File: src/rtl/multi_shoot_timer_pkg.sv
// Shared types and constants for the multi-channel shot timer.
// Latency: n/a (declarations only).
// Backpressure: n/a.
package shoot_timer_pkg;

    // Per-channel countdown state.
    typedef enum logic {
        IDLE  = 1'b0,
        COUNT = 1'b1
    } ch_state_t;

    // Jitter LFSR: 16-bit Fibonacci, taps 16,14,13,11 (bits 15,13,12,10).
    localparam logic [15:0] LFSR_SEED = 16'hACE1;
    localparam logic [15:0] LFSR_TAPS = 16'hB400;

    // Upper bound on channel count supported by the arbiter index width.
    localparam int MAX_CH = 16;

    // One LFSR step: shift left, feed back the XOR of the tapped bits.
    function automatic logic [15:0] lfsr_next(input logic [15:0] s);
        return {s[14:0], ^(s & LFSR_TAPS)};
    endfunction

endpackage

File: src/rtl/multi_shoot_timer_rr_arbiter.sv
// Round-robin grant of one pending channel per cycle, search starts after last grant.
// Latency: grant is combinational from req/ready; pointer updates on the granting edge.
// Backpressure: no grant while ready is low; requests simply wait.
module shoot_rr_arbiter
    import shoot_timer_pkg::*;
#(
    parameter  int NUM_CH = 4,
    localparam int IDX_W  = (NUM_CH > 1) ? $clog2(NUM_CH) : 1
) (
    input  logic              clk,
    input  logic              resetN,
    input  logic [NUM_CH-1:0] req,
    input  logic              ready,
    output logic              gnt_vld,
    output logic [NUM_CH-1:0] gnt_oh,
    output logic [IDX_W-1:0]  gnt_idx
);

    logic [IDX_W-1:0] last_grant;

    // Candidate channel 'off' positions after 'base', wrapping at NUM_CH.
    function automatic int wrap_add(input int base, input int off);
        int s;
        s = base + off;
        if (s >= NUM_CH) s = s - NUM_CH;
        return s;
    endfunction

    // Pick the first requesting channel scanning upward from last_grant+1.
    always_comb begin
        gnt_vld = 1'b0;
        gnt_oh  = '0;
        gnt_idx = '0;
        for (int i = 1; i <= NUM_CH; i++) begin
            if (!gnt_vld && ready && req[wrap_add(int'(last_grant), i)]) begin
                gnt_vld = 1'b1;
                gnt_oh[wrap_add(int'(last_grant), i)] = 1'b1;
                gnt_idx = IDX_W'(wrap_add(int'(last_grant), i));
            end
        end
    end

    // Remember the winner; reset points at the top channel so channel 0 is searched first.
    always_ff @(posedge clk or negedge resetN) begin
        if (!resetN) begin
            last_grant <= IDX_W'(NUM_CH - 1);
        end else if (gnt_vld) begin
            last_grant <= gnt_idx;
        end
    end

endmodule

File: src/rtl/multi_shoot_timer.sv
// Multi-channel periodic/one-shot shot timer with round-robin shot issue; optional SHOOT_JITTER_EN adds LFSR jitter to loads.
// Latency: pending set P+1 edges after load, fire_o registered one edge after pending (earliest E0+P+2).
// Backpressure: fire_ready_i low holds shots pending; expiry on an ungranted pending channel sets sticky overrun.
module multi_shoot_timer
    import shoot_timer_pkg::*;
#(
    parameter  int NUM_CH = 4,
    parameter  int CNT_W  = 26,
    parameter  int JIT_W  = 4,
    localparam int IDX_W  = (NUM_CH > 1) ? $clog2(NUM_CH) : 1
) (
    input  logic                    clk,
    input  logic                    resetN,
    input  logic [NUM_CH-1:0]       en_i,
    input  logic [NUM_CH-1:0]       oneshot_i,
    input  logic [NUM_CH-1:0]       start_i,
    input  logic [NUM_CH*CNT_W-1:0] period_i,
    input  logic                    fire_ready_i,
    output logic                    fire_o,
    output logic [IDX_W-1:0]        fire_ch_o,
    output logic [NUM_CH-1:0]       pending_o,
    output logic [NUM_CH-1:0]       overrun_o
);

    logic              gnt_vld;
    logic [NUM_CH-1:0] gnt_oh;
    logic [IDX_W-1:0]  gnt_idx;
    logic [JIT_W-1:0]  jit;

`ifdef SHOOT_JITTER_EN
    logic [15:0] lfsr;

    // Free-running jitter source, advances every cycle.
    always_ff @(posedge clk or negedge resetN) begin
        if (!resetN) begin
            lfsr <= LFSR_SEED;
        end else begin
            lfsr <= lfsr_next(lfsr);
        end
    end

    assign jit = lfsr[JIT_W-1:0];
`else
    assign jit = '0;
`endif

    shoot_rr_arbiter #(
        .NUM_CH (NUM_CH)
    ) u_arb (
        .clk     (clk),
        .resetN  (resetN),
        .req     (pending_o),
        .ready   (fire_ready_i),
        .gnt_vld (gnt_vld),
        .gnt_oh  (gnt_oh),
        .gnt_idx (gnt_idx)
    );

    for (genvar k = 0; k < NUM_CH; k++) begin : g_ch
        ch_state_t        state;
        logic [CNT_W-1:0] cnt;
        logic             os_q;
        logic             pend_q;
        logic             ovr_q;
        logic [CNT_W-1:0] period_k;
        logic [CNT_W:0]   sum;
        logic [CNT_W-1:0] load_val;
        logic             load_ok;

        assign period_k = period_i[k*CNT_W +: CNT_W];
        // Saturating period + jitter (jitter is zero when the feature is off).
        assign sum      = {1'b0, period_k} + (CNT_W+1)'(jit);
        assign load_val = sum[CNT_W] ? '1 : sum[CNT_W-1:0];
        // Periodic channels load on enable alone; one-shot ones need a start pulse.
        assign load_ok  = oneshot_i[k] ? start_i[k] : 1'b1;

        // Channel FSM: load, count down, flag expiry; disable wins over everything.
        always_ff @(posedge clk or negedge resetN) begin
            if (!resetN) begin
                state  <= IDLE;
                cnt    <= '0;
                os_q   <= 1'b0;
                pend_q <= 1'b0;
                ovr_q  <= 1'b0;
            end else if (!en_i[k]) begin
                state  <= IDLE;
                cnt    <= '0;
                pend_q <= 1'b0;
            end else begin
                case (state)
                    IDLE: begin
                        if (load_ok) begin
                            state <= COUNT;
                            cnt   <= load_val;
                            os_q  <= oneshot_i[k];
                        end
                        if (gnt_oh[k]) pend_q <= 1'b0;
                    end
                    COUNT: begin
                        if (cnt == '0) begin
                            // New expiry keeps pending set even if granted this edge.
                            pend_q <= 1'b1;
                            if (pend_q && !gnt_oh[k]) ovr_q <= 1'b1;
                            if (os_q) begin
                                state <= IDLE;
                            end else begin
                                cnt <= load_val;
                            end
                        end else begin
                            cnt <= cnt - 1'b1;
                            if (gnt_oh[k]) pend_q <= 1'b0;
                        end
                    end
                    default: begin
                        state <= IDLE;
                    end
                endcase
            end
        end

        assign pending_o[k] = pend_q;
        assign overrun_o[k] = ovr_q;
    end

    // Register the shot strobe and its channel; index holds between shots.
    always_ff @(posedge clk or negedge resetN) begin
        if (!resetN) begin
            fire_o    <= 1'b0;
            fire_ch_o <= '0;
        end else begin
            fire_o <= gnt_vld;
            if (gnt_vld) fire_ch_o <= gnt_idx;
        end
    end

endmodule

File: config.mk
export PLATFORM = sky130hd
export DESIGN_NAME = multi_shoot_timer
export DESIGN_NICKNAME = d
export VERILOG_FILES = /design/src/rtl/multi_shoot_timer_pkg.sv /design/src/rtl/multi_shoot_timer_rr_arbiter.sv /design/src/rtl/multi_shoot_timer.sv
export SDC_FILE = /design/constraint.sdc
export NUM_CORES = 1
export LEC_CHECK = 0
export CORE_AREA = 2 2 122 124
export CTS_CLUSTER_SIZE = 28
export DETAILED_ROUTE_END_ITERATION = 8
export DIE_AREA = 0 0 124 126
export PLACE_DENSITY = 0.87
export SETUP_SLACK_MARGIN = 0.05
export SLEW_MARGIN = 20
export SYNTH_ARGS = -nofsm -noshare
export SYNTH_HDL_FRONTEND = slang
export SYNTH_SLANG_ARGS = --single-unit
File: constraint.sdc
create_clock -name clk -period 7.9 [get_ports clk]
set_clock_uncertainty 0.1 [all_clocks]
set_input_delay 1.185 -clock clk [delete_from_list [all_inputs] [get_ports clk]]
set_output_delay 1.185 -clock clk [all_outputs]
set_load 0.005 [all_outputs]
==> impl_metrics.tcl <==
set metrics [dict create \
    critPathMaxStageDelay_ns 0.81 \
    path_delay_family "simple AND/OR/NAND/NOR gates" \
    fp-row-count 44 \
    async_flop_share_pct 100 \
    die_h_um 126 \
    diodes 0 \
    finalHoldViolCount 0 \
    coreArea_mm2 0.0143 \
    crit_chain "inv_1 -> ha_1 -> nor4b_1 -> nand4_1 -> or3_1 -> o21bai_1 -> inv_1 -> a32o_1" \
    place_congestion 0.968 \
    synth_seq_cells 125 \
    path_clk_slew_ns 0.05 \
    post_cts_buffers 0 \
    nNetsFinal 1293 \
    yosysSeqAreaShare_pct 36.9 \
    worst-setup-path-type "register to register" \
    finalSetupViolations 0 \
    multiInputGateArea_mm2 0.00497 \
    worst_setup_path_end_kind "register" \
    power_mw 2.15 \
    hold_depth 1 \
    grt_pass1_wl_mm 41.1 \
    grt_pass1_vias 8538 \
    min_period_ns 3.73 \
    cts_buffers 17 \
    p_per_area_mw_per_mm2 207 \
    initial_core_util_pct 59.3 \
    reg2reg_depth 8 \
    worst_slew_pin_slew_ns 1.05 \
    synth_edf_count 0 \
    syn_inst 1070 \
    crit_top_cell "inv_1" \
    fp.dieW_um 124 \
    cts_sinks 125 \
    slew_viol_final 0 \
    dr.pass1.iters 8 \
    clock_path_buffers 2 \
    synth_area_per_cell_um2 7.94 \
    pin_count 130 \
    wire_per_inst_um 18.5 \
    fmax_mhz 268 \
    numPortBuffers 129 \
    start_kind "register" \
    syn-num-nets 1201 \
    crit_slowest_cell "o21bai_1" \
    antenna_left 0 \
    drv_cap 0 \
    regToRegEndpoint "g_ch[1].cnt[20]" \
    n_fill_cell 1123 \
    status "finished, final reports clean" \
    cp_data_required_time_ns 8.10 \
    ir_drop_v 0.000182 \
    min_from "g_ch[0].ovr_q" \
    routed_wl_mm 25.1 \
    ys.warnings.count 0 \
    antenna_found_initial 0 \
    cp.arrival_ns 3.93 \
    drc 0 \
    clk_latency_ns 0.42 \
    clockRootBuffer "clkbuf_16" \
    viasPerCell 6.74 \
    worstReg2RegStart "g_ch[1].cnt[0]" \
    hpwlAfterDp_mm 17.0 \
    grt_max_degree 74 \
    cp_num_buf_inv 2 \
    worstPathMaxFanout 11 \
    overflow 0 \
    seq_area_mm2 0.00313 \
    postCtsHoldBufs 0 \
    drt_iter0_drc 1384 \
    worst_hold_slack_ns 0.386 \
    drive_gt1_share_pct 6.99 \
    cts_resized 0 \
    die_area_mm2 0.0156 \
    hold_end "g_ch[0].ovr_q" \
    reg2reg_setup_slack_ns 4.17 \
    slew_headroom_pct 29.7 \
    grt_setup_unrepaired "no" \
    min_path_type "register to register" \
    h-tree-depth 4 \
    p_leak_nw 4.21 \
    synth_area_mm2 0.00849 \
    area_delta_synth_final_pct 22.5 \
    ys.flop_type "dfrtp_1" \
    track_usage_pct 32.5 \
    route.vias.total 9151 \
    tns_ns 0 \
    min_period_over_period_pct 47.2 \
    synth_cell_type_count 81 \
    tritoncts "done" \
]
-- cells in the mapped netlist (12+ instances only) --
library cell	number	area share (%)
and3_1	12	0.88
nand3_1	33	1.9
nand2_1	93	4.1
o211ai_1	20	1.8
clkbuf_1	44	1.9
a31oi_1	17	1.3
a21oi_1	117	6.9
dfrtp_1	123	36
nor3_1	64	3.8
inv_1	34	1.5
ha_1	12	1.8
nor2_1	103	4.6
or3_1	13	0.96
nand4_1	19	1.4
nor4_1	25	1.8
o21ai_0	115	6.8
o22ai_1	16	1.2
-- where the power goes --
part	total, mW	internal (mW)	switching (mW)	leakage [nW]
registers	0.807	0.708	0.0991	1.64
clock network	0.776	0.492	0.284	0.285
logic	0.571	0.237	0.333	2.29
-- stage by stage --
step	utilization [%]	worst slack, ns	instance area [um^2]	instances
after CTS	72.6	4.26	10400	1357
after global routing	72.7	3.83	10400	1357
final	72.7	4.17	10400	1357
after floorplan	-	4.86	8490	1070
after global placement	68.5	4.14	9810	1327
after detailed placement	68.6	4.03	9820	1327
-- cells in the final DEF, fill, tap and decap left out, types with 5 or more instances in the layout --
cell type | netlist | routed
o31ai_1 | 9 | 6
a32o_1 | 9 | 9
o21ai_0 | 115 | 114
nor2b_1 | 6 | 6
nor2_1 | 103 | 103
o2bb2ai_1 | 6 | 6
a211oi_1 | 6 | 6
dfrtp_1 | 123 | 123
a22oi_1 | 8 | 8
or4_1 | 11 | 11
nor3_1 | 64 | 64
o211ai_1 | 20 | 20
o21a_1 | 5 | 5
inv_1 | 34 | 34
ha_1 | 12 | 12
o22ai_1 | 16 | 16
o31a_1 | 6 | 6
clkbuf_16 | 0 | 17
clkdlybuf4s50_1 | 0 | 128
buf_4 | 9 | 11
a21o_1 | 6 | 6
nand3_1 | 33 | 33
nor4_1 | 25 | 25
nand4_1 | 19 | 19
nor3b_1 | 8 | 8
nand2_1 | 93 | 93
or3_1 | 13 | 13
nand2b_1 | 8 | 8
a21oi_1 | 117 | 116
and3_1 | 12 | 12
or2_2 | 9 | 9
a32oi_1 | 9 | 9
a31oi_1 | 17 | 17
-- final cells by class --
| cell class | count | area share [%] |
|---|---|---|
| Timing Repair Buffer | 139 | 13.1 |
| Clock buffer | 23 | 4.69 |
| Tap cell | 184 | 2.21 |
| Clock inverter | 7 | 0.842 |
| Multi-Input combinational cell | 844 | 47.8 |
| Inverter | 35 | 1.26 |
| Sequential cell | 125 | 30.1 |
-- worst max path at each step --
stage	from	end	slack, ns	cells after the start
after floorplan	u_arb.last_grant[0]	g_ch[1].pend_q	4.86	8
after global placement	oneshot_i[3]	g_ch[3].cnt[22]	4.14	7
after detailed placement	oneshot_i[3]	g_ch[3].cnt[22]	4.03	7
after CTS	g_ch[3].cnt[0]	g_ch[3].cnt[22]	4.26	9
after global routing	g_ch[3].cnt[0]	g_ch[3].cnt[22]	3.83	9
final	g_ch[1].cnt[0]	g_ch[1].cnt[20]	4.17	8
-- layer usage --
metal / wire length, um / vias to the layer above / global-route usage [%]
li1: - / 4213 / -
met1: 10400 / 4322 / 44.4
met2: 11700 / 550 / 50.8
met3: 2490 / 66 / 8.20
met4: 488 / 0 / 10.3
met5: 0 / - / 0
-- flip-flops by register name (all words and copies together), names as in the netlist --
name / flops
fire_ch_o: 2
g_ch.ovr_q: 4
u_arb.last_grant: 2
g_ch.pend_q: 4
g_ch.os_q: 4
fire_o: 1
g_ch.state: 4
g_ch.cnt: 104
-- worst register-to-register path, stage by stage, from the launching register on --
cell      delay [ns]
dfrtp_1         0.43
inv_1           0.08
ha_1            0.19
nor4b_1         0.42
nand4_1         0.45
or3_1           0.70
o21bai_1        0.81
inv_1           0.16
a32o_1          0.27
-- cell families after synthesis --
logic type               share of synthesized area (%)
XOR/XNOR                                         0.103
AND/OR/NAND/NOR                                   25.4
flip-flops                                        36.9
multiplexers                                      1.80
adder cells (fa/ha/maj)                           1.77
buffers and inverters                             5.11
AO/OA/AOI/OAI                                     29.0
Note: power is estimated with default switching activity, not from simulation.
